--- src/rtl/maze_tile_renderer.sv ---
// Maze tile renderer: maps a scanned spot to a tile texel colour, with an animated tile bank.
// Fixed 4-cycle latency, one pixel per clock, never stalls; texel ROM answers one cycle after sprite_addr.
`timescale 1ns/1ps
module maze_tile_renderer #(
  parameter logic [23:0] BG_COLOR    = 24'h202020,
  parameter logic [23:0] TRANSP_KEY  = 24'hFF00FF,
  parameter int          ANIM_BASE   = 12,
  parameter int          ANIM_PERIOD = 8
) (
  input  logic               clk,
  input  logic               reset,
  input  logic signed [10:0] spotX,
  input  logic signed [10:0] spotY,
  input  logic               active,
  input  logic               frame_start,
  input  logic [3:0]         wall_num,
  output logic [15:0]        sprite_addr,
  input  logic [23:0]        sprite_data,
  output logic [7:0]         R,
  output logic [7:0]         G,
  output logic [7:0]         B,
  output logic               pix_valid
);

  localparam logic [7:0] PERIOD_LAST = 8'(ANIM_PERIOD - 1);

  logic [4:0]  sx1_q, sy1_q;
  logic        act1_q, act2_q, act3_q;
  logic [3:0]  tile2_q, tile3_q;
  logic [15:0] addr_q, addr_d;
  logic [23:0] rgb_q, rgb_d;
  logic        pv_q, pv_d;
  logic [7:0]  frame_div_q, frame_div_d;
  logic [1:0]  anim_q, anim_d;
  logic        is_anim;

  // Only the low five coordinate bits address a texel within a 32x32 tile.
  logic unused_coord_hi;
  assign unused_coord_hi = ^{spotX[10:5], spotY[10:5]};

  always_comb begin
    frame_div_d = frame_div_q;
    anim_d      = anim_q;
    if (frame_start) begin
      if (frame_div_q == PERIOD_LAST) begin
        frame_div_d = 8'd0;
        anim_d      = anim_q + 2'd1;
      end else begin
        frame_div_d = frame_div_q + 8'd1;
      end
    end
  end

  assign is_anim = (int'({28'd0, wall_num}) >= ANIM_BASE);

  always_comb begin
    addr_d = {(is_anim ? anim_q : 2'b00), wall_num, sy1_q, sx1_q};
  end

  // Inactive wins over everything, then empty tile, then transparent texel.
  always_comb begin
    rgb_d = 24'd0;
    pv_d  = 1'b0;
    if (act3_q) begin
      pv_d = 1'b1;
      if (tile3_q == 4'd0 || sprite_data == TRANSP_KEY) begin
        rgb_d = BG_COLOR;
      end else begin
        rgb_d = sprite_data;
      end
    end
  end

  always_ff @(posedge clk) begin
    if (reset) begin
      act1_q      <= 1'b0;
      act2_q      <= 1'b0;
      act3_q      <= 1'b0;
      addr_q      <= 16'd0;
      rgb_q       <= 24'd0;
      pv_q        <= 1'b0;
      frame_div_q <= 8'd0;
      anim_q      <= 2'd0;
    end else begin
      act1_q      <= active;
      act2_q      <= act1_q;
      act3_q      <= act2_q;
      addr_q      <= addr_d;
      rgb_q       <= rgb_d;
      pv_q        <= pv_d;
      frame_div_q <= frame_div_d;
      anim_q      <= anim_d;
    end
  end

  // Payload registers carry no meaning without their valid flag, so they skip reset.
  always_ff @(posedge clk) begin
    sx1_q   <= spotX[4:0];
    sy1_q   <= spotY[4:0];
    tile2_q <= wall_num;
    tile3_q <= tile2_q;
  end

  assign sprite_addr = addr_q;
  assign R           = rgb_q[23:16];
  assign G           = rgb_q[15:8];
  assign B           = rgb_q[7:0];
  assign pix_valid   = pv_q;

endmodule
--- config.mk ---
export PLATFORM = sky130hd
export DESIGN_NAME = maze_tile_renderer
export DESIGN_NICKNAME = d
export VERILOG_FILES = /design/src/rtl/maze_tile_renderer.sv
export SDC_FILE = /design/constraint.sdc
export NUM_CORES = 1
export LEC_CHECK = 0
export ABC_AREA = 1
export CORE_ASPECT_RATIO = 1.25
export CORE_MARGIN = 2
export CORE_UTILIZATION = 39
export CTS_BUF_LIST = sky130_fd_sc_hd__clkbuf_8
export CTS_CLUSTER_DIAMETER = 120
export DETAILED_ROUTE_END_ITERATION = 8
export PLACE_DENSITY = 0.74
export SLEW_MARGIN = 10
export SYNTH_ARGS = -nofsm -noshare
export SYNTH_HDL_FRONTEND = slang
export SYNTH_SLANG_ARGS = --single-unit
--- constraint.sdc ---
create_clock -name clk -period 1.17 [get_ports clk]
set_input_delay 0.117 -clock clk [delete_from_list [all_inputs] [get_ports clk]]
set_output_delay 0.117 -clock clk [all_outputs]
set_load 0.02 [all_outputs]
==> results of run 1 <==
## cell usage after synthesis
cell type and number:
nor3b_1 1, clkinv_1 1, nand3_2 3, nor3_1 2
nor3b_2 1, nor2_4 2, xnor2_1 1, nand3_1 5
buf_6 2, buf_2 1, nand2_1 21, a21oi_1 6
nand4_1 2, nor2_2 2, xor2_1 1, nor2_1 57
o21ai_1 1, clkbuf_1 1, o21ai_0 3, ha_1 1
inv_1 60, nand2_2 2, dfxtp_1 72
## sequential cells by signal, summed over array words and instances, names as in the netlist, 2 cells and up
register / cells
rgb_q: 24
sprite_addr: 16
sx1_q: 5
tile3_q: 4
frame_div_q: 8
tile2_q: 4
sy1_q: 5
anim_q: 2
## layout make-up
type,count,area share
sequential,72,0.420
multi-input combinational,111,0.160
clock inverter,7,0.0281
timing repair buffer,99,0.265
inverter,61,0.0667
tap,64,0.0233
clock buffer,9,0.0361
## report_power, final
| group | total (mW) | leakage (nW) | switching (mW) | internal [mW] |
|---|---|---|---|---|
| sequential | 2.55 | 0.593 | 0.0232 | 2.53 |
| combinational | 0.389 | 1.08 | 0.169 | 0.221 |
| clock | 2.12 | 0.113 | 0.916 | 1.20 |
| total | 5.06 | 1.79 | 1.11 | 3.95 |
## stage by stage
| step | util | power (mW) | hold WS (ns) |
|---|---|---|---|
| after CTS | 0.621 | 5.13 | 0.196 |
| after detailed placement | 0.589 | 3.01 | 0.313 |
| final | 0.627 | 5.06 | 0.216 |
| after floorplan | - | 2.74 | 0.145 |
| after global placement | 0.589 | 3.01 | 0.311 |
| after global routing | 0.627 | 5.30 | 0.205 |
## what timing repair did
item	4_1_cts	5_1_grt
pin swaps	0	3
gates resized for setup	42	8
setup endpoints to repair	44	8
## cells by family (layout without fill, tap and decap cells)
kind of cell             after synthesis  count (layout)  synth area share
AND/OR/NAND/NOR                       98              98             0.197
flip-flops                            72              72             0.649
buffers and inverters                 65             176             0.117
AO/OA/AOI/OAI                         10              10            0.0225
XOR/XNOR                               2               2           0.00789
adder cells (fa/ha/maj)                1               1           0.00564
## worst max-delay path, delay by kind of cell (launching register included)
| family | cells | cell delay (ns) |
|---|---|---|
| simple gates | 4 | 0.37 |
| xor+xnor | 1 | 0.14 |
| fa+ha+maj | 1 | 0.16 |
| flops | 1 | 0.37 |
## per-layer routing
layer,share of wire,routed length [um],global-route usage,vias to the layer above
met2,0.51,2240,0.259,65
met5,0,0,0,-
li1,-,-,-,929
met1,0.38,1690,0.153,783
met4,0.025,110,0.0823,0
met3,0.085,375,0.0558,12
## worst min path at each step
stage                    start         end  slack, ns
global route          spotY[0]    sy1_q[0]       0.21
finish                spotX[3]    sx1_q[3]       0.22
CTS                   spotX[3]    sx1_q[3]       0.20
floorplan             spotX[0]    sx1_q[0]       0.14
detailed placement  tile2_q[3]  tile3_q[3]       0.31
global placement    tile2_q[3]  tile3_q[3]       0.31
==> flow_summary.json, run 1 <==
{
  "crit_slowest_cell": "dfxtp_2",
  "final_common_cell": "dfxtp_1",
  "vdd_drop_max_mv": 1.12,
  "multi_input_area_um2": 551,
  "yosys_warnings": 0,
  "grt_max_degree": 18,
  "grt_pass1_wl_mm": 7.06,
  "critPathLaunchType": "flop",
  "syn-num-nets": 303,
  "rows": 30,
  "p_leak_nw": 1.79,
  "port_buffers": 82,
  "core_um2": 5480,
  "holdPathStages": 1,
  "timing.rr.end": "frame_div_q[6]",
  "cts_buffer_depth": 2,
  "dpl.hpwl_mm": 3.25,
  "final_cell_mix": "70 x dfxtp_1, 60 x inv_1, 57 x nor2_1",
  "cts_tree": "built",
  "period_needed_ns": 1.15,
  "rsz0062_at_grt": "true",
  "die-area_um2": 6310,
  "clk_latency_ns": 0.34,
  "design_area_um2": 3430,
  "endpoint": "frame_div_q[6]",
  "cp.arrival_ns": 1.37,
  "drt_pass1_iterations": 4,
  "ys_ff_latch": 72,
  "setup_viol": 0,
  "wl_per_cell_um": 10.4,
  "yosys.area.top_type": "dfxtp_1",
  "synth_seq_area_share": 0.649,
  "initial_core_util": 0.405,
  "place.gp.congestion": 0.779,
  "instances_no_fill": 423,
  "ant_nets": 0,
  "relSlewSlack": 0.761,
  "period_share": 0.984,
  "fin_ws_ns": 0.0187,
  "finalHoldViolCount": 0,
  "htree_levels": 3,
  "antenna_found_initial": 0,
  "rrSetupSlack_ns": 0.02,
  "cts_root_buffer": "clkbuf_8",
  "placed_area_um2": 3230,
  "maxCapViolCount": 0,
  "fmaxAchievable_mhz": 869,
  "die_width_um": 71.5,
  "track_usage": 0.148,
  "rr_startpoint": "frame_div_q[1]",
  "cts_setup_buffers": 0,
  "syn_to_final_growth_pct": 54.7,
  "ff_latch_area_um2": 1440,
  "cp-startpoint": "frame_div_q[1]",
  "fin_nets": 409,
  "fin_skew_ns": 0.00701,
  "hold_path_class": "in -> reg",
  "antenna_cells": 0,
  "hold_buffers": 0,
  "critPathMaxFanout": 3,
  "placed_cells": 407,
  "yosysUniqueCellTypes": 23,
  "cts_buffers": 9,
  "clkTransAtPathRegs_ns": 0.07,
  "clock-sinks": 72,
  "layout-drive-gt1-share": 0.131,
  "crit_type": "reg -> reg",
  "cpPeakStageDelay_ns": 0.37,
  "powerDensity_nw_per_um2": 1470,
  "drt_iter0_drc": 34,
  "netlist.area_leader.share": 0.649,
  "vias_per_cell": 4.23,
  "finalSetupTns_ns": 0,
  "grt_pass1_vias": 1677,
  "fill_cells": 474,
  "synth_area_per_cell_um2": 8.95,
  "syn_area_um2": 2220,
  "cp.required_ns": 1.39,
  "tightest_slew_ns": 0.357,
  "grt_remaining_overflow": 0,
  "outcome": "complete, no violations",
  "wl_mm": 4.41,
  "die_y_um": 88.3,
  "path_cells": "ha_4 -> nand3_4 -> nor2_4 -> nand2_1 -> xor2_1 -> nor2_1",
  "rr_worst_depth": 6,
  "cp-end-kind": "flop",
  "vias": 1789,
  "drc": 0,
  "yosys-top-cells-area": "dfxtp_1 65%, inv_1 10%, nor2_1 9.6%",
  "synthCells": 248,
  "place_ws_ns": -0.293,
  "drv_slew": 0,
  "io_pins": 95
}
No activity file was read; power rests on OpenSTA's default activity.
==> inputs of run 2 (changes only) <==
--- a/config.mk
+++ b/config.mk
@@ -13,6 +13,7 @@
 export CTS_CLUSTER_DIAMETER = 120
 export DETAILED_ROUTE_END_ITERATION = 8
 export PLACE_DENSITY = 0.74
+export SKIP_LAST_GASP = 1
 export SLEW_MARGIN = 10
 export SYNTH_ARGS = -nofsm -noshare
 export SYNTH_HDL_FRONTEND = slang
==> results of run 2 <==
The final DEF is identical to that of run 1; final timing and power are the same.
==> inputs of run 3 (changes only) <==
--- a/config.mk
+++ b/config.mk
@@ -6,13 +6,13 @@
 export NUM_CORES = 1
 export LEC_CHECK = 0
 export ABC_AREA = 1
-export CORE_ASPECT_RATIO = 1.25
 export CORE_MARGIN = 2
-export CORE_UTILIZATION = 39
+export CORE_UTILIZATION = 40
 export CTS_BUF_LIST = sky130_fd_sc_hd__clkbuf_8
 export CTS_CLUSTER_DIAMETER = 120
 export DETAILED_ROUTE_END_ITERATION = 8
-export PLACE_DENSITY = 0.74
+export DONT_BUFFER_PORTS = 1
+export PLACE_DENSITY = 0.52
 export SKIP_LAST_GASP = 1
 export SLEW_MARGIN = 10
 export SYNTH_ARGS = -nofsm -noshare
==> run 3 against run 2 <==
Net effect: cell count decreased by 7.8%; the flow now finishes with violations (hold timing); via count decreased by 7.7%; wire length decreased by 9.2%; first-iteration DRC count increased by 2.9%; critical path depth unchanged; clock-buffer cell count increased by 1; global-route usage decreased by 0.80 points.
==> flow_summary.json, run 3 (same netlist as run 1, synthesis figures left out) <==
{
  "powerDensity_nw_per_um2": 1590,
  "cts_buffer_depth": 2,
  "ant_nets": 0,
  "regMostFlops": "rgb_q",
  "cts_tree": "built",
  "wl_mm": 4.01,
  "period_needed_ns": 1.11,
  "grt_max_degree": 25,
  "io_pins": 95,
  "rsz0062_at_grt": "true",
  "core_um2": 5440,
  "finalHoldViolCount": 12,
  "holdPathStages": 1,
  "rrSetupSlack_ns": 0.06,
  "clock-sinks": 72,
  "drc": 0,
  "initial_core_util": 0.408,
  "final_common_cell": "dfxtp_1",
  "die-area_um2": 6160,
  "rows": 27,
  "worst_hold_slack_ns": -0.159,
  "htree_levels": 3,
  "dpl.hpwl_mm": 2.44,
  "min_from": "reset",
  "hold_buffers": 54,
  "tightest_slew_ns": 0.234,
  "cp-end-kind": "flop",
  "cts_buffers": 9,
  "layout-drive-gt1-share": 0.110,
  "port_buffers": 0,
  "cts_root_buffer": "clkbuf_8",
  "cp.required_ns": 1.41,
  "p_leak_nw": 1.52,
  "vias": 1651,
  "fill_cells": 479,
  "cp.arrival_ns": 1.35,
  "rr_worst_depth": 6,
  "track_usage": 0.140,
  "antenna_cells": 0,
  "rr_startpoint": "frame_div_q[0]",
  "outcome": "finished with violations",
  "drt_pass1_iterations": 4,
  "largest_reg_flops": 24,
  "drt_iter0_drc": 35,
  "place_ws_ns": -0.0590,
  "grt_remaining_overflow": 0,
  "antenna_found_initial": 0,
  "grt_pass1_vias": 1697,
  "fin_nets": 368,
  "wl_met3_um": 358,
  "maxCapViolCount": 0,
  "fin_ws_ns": 0.0584,
  "relSlewSlack": 0.844,
  "clk_latency_ns": 0.34,
  "holdPathEnd": "frame_div_q[6]",
  "wl_per_cell_um": 10.3,
  "clkTransAtPathRegs_ns": 0.07,
  "grt_pass1_wl_mm": 6.57,
  "top_layer": "met4",
  "wl_met1_mm": 1.64,
  "vdd_drop_max_mv": 0.885,
  "fin_skew_ns": 0.00749,
  "timing.rr.end": "frame_div_q[6]",
  "period_share": 0.950,
  "critPathMaxFanout": 3,
  "violations": "hold timing",
  "syn_to_final_growth_pct": 41.0,
  "hold_path_class": "in -> reg",
  "setup_viol": 0,
  "die_width_um": 78.5,
  "fmaxAchievable_mhz": 900,
  "final_cell_mix": "70 x dfxtp_1, 60 x inv_1, 57 x nor2_1",
  "crit_type": "reg -> reg",
  "die_y_um": 78.5,
  "wl_met2_mm": 1.92,
  "place.gp.congestion": 0.731,
  "vias_per_cell": 4.23,
  "critPathLaunchType": "flop",
  "drv_slew": 0
}
[run 3: what timing repair did]
item                                    in CTS  in global routing
gates resized for setup                      2                 10
endpoints found under the hold margin       66                 12
endpoints found under the setup margin       5                  5
setup buffers                                0                  1
pin swaps                                    1                  3
[run 3: worst max-delay path by stage]
stage | from | to | slack [ns] | cells after the start
2_1_floorplan | frame_div_q[0] | frame_div_q[0] | 0.09 | 6
5_1_grt | frame_div_q[0] | frame_div_q[6] | -0.02 | 6
4_1_cts | frame_div_q[0] | frame_div_q[0] | 0.0002 | 6
6_report | frame_div_q[0] | frame_div_q[6] | 0.06 | 6
3_3_place_gp | frame_div_q[0] | frame_div_q[0] | -0.02 | 6
3_5_place_dp | frame_div_q[0] | frame_div_q[0] | -0.06 | 6
[run 3: power by group]
group / switching [mW] / leakage (nW) / internal (mW) / total, mW
combinational: 0.0839 / 0.816 / 0.167 / 0.251
sequential: 0.0719 / 0.593 / 2.53 / 2.60
clock: 0.880 / 0.112 / 1.25 / 2.13
total: 1.04 / 1.52 / 3.94 / 4.98
[run 3: cell type report]
type	count	area, um2	area share
Clock inverter	6	82.6	0.0264
Clock buffer	10	138	0.0440
Inverter	61	229	0.0732
Tap cell	72	90.1	0.0288
Sequential cell	72	1450	0.462
Multi-Input combinational cell	111	556	0.178
Timing Repair Buffer	58	588	0.188
[run 3: worst max-delay path: stages (launching register included)]
cell     delay [ns]
dfxtp_4        0.37
ha_4           0.15
nand3_4        0.11
nor2_4         0.13
nand2_1        0.06
xor2_1         0.13
nor2_1         0.05
[run 3: through the flow]
stage | cell area (um2) | std cells | setup TNS [ns] | power (mW) | utilization
after floorplan | 2220 | 248 | 0 | 2.74 | -
after global placement | 2310 | 319 | -0.0414 | 2.75 | 0.425
after detailed placement | 2310 | 319 | -0.159 | 2.76 | 0.425
after CTS | 3080 | 389 | 0 | 5.05 | 0.566
after global routing | 3130 | 390 | -0.0253 | 5.19 | 0.575
final | 3130 | 390 | 0 | 4.98 | 0.575
[run 3: metal layers]
layer	vias up	global-route usage
met5	-	0
met3	8	0.0609
met2	57	0.253
met4	0	0.0947
met1	740	0.126
li1	846	-
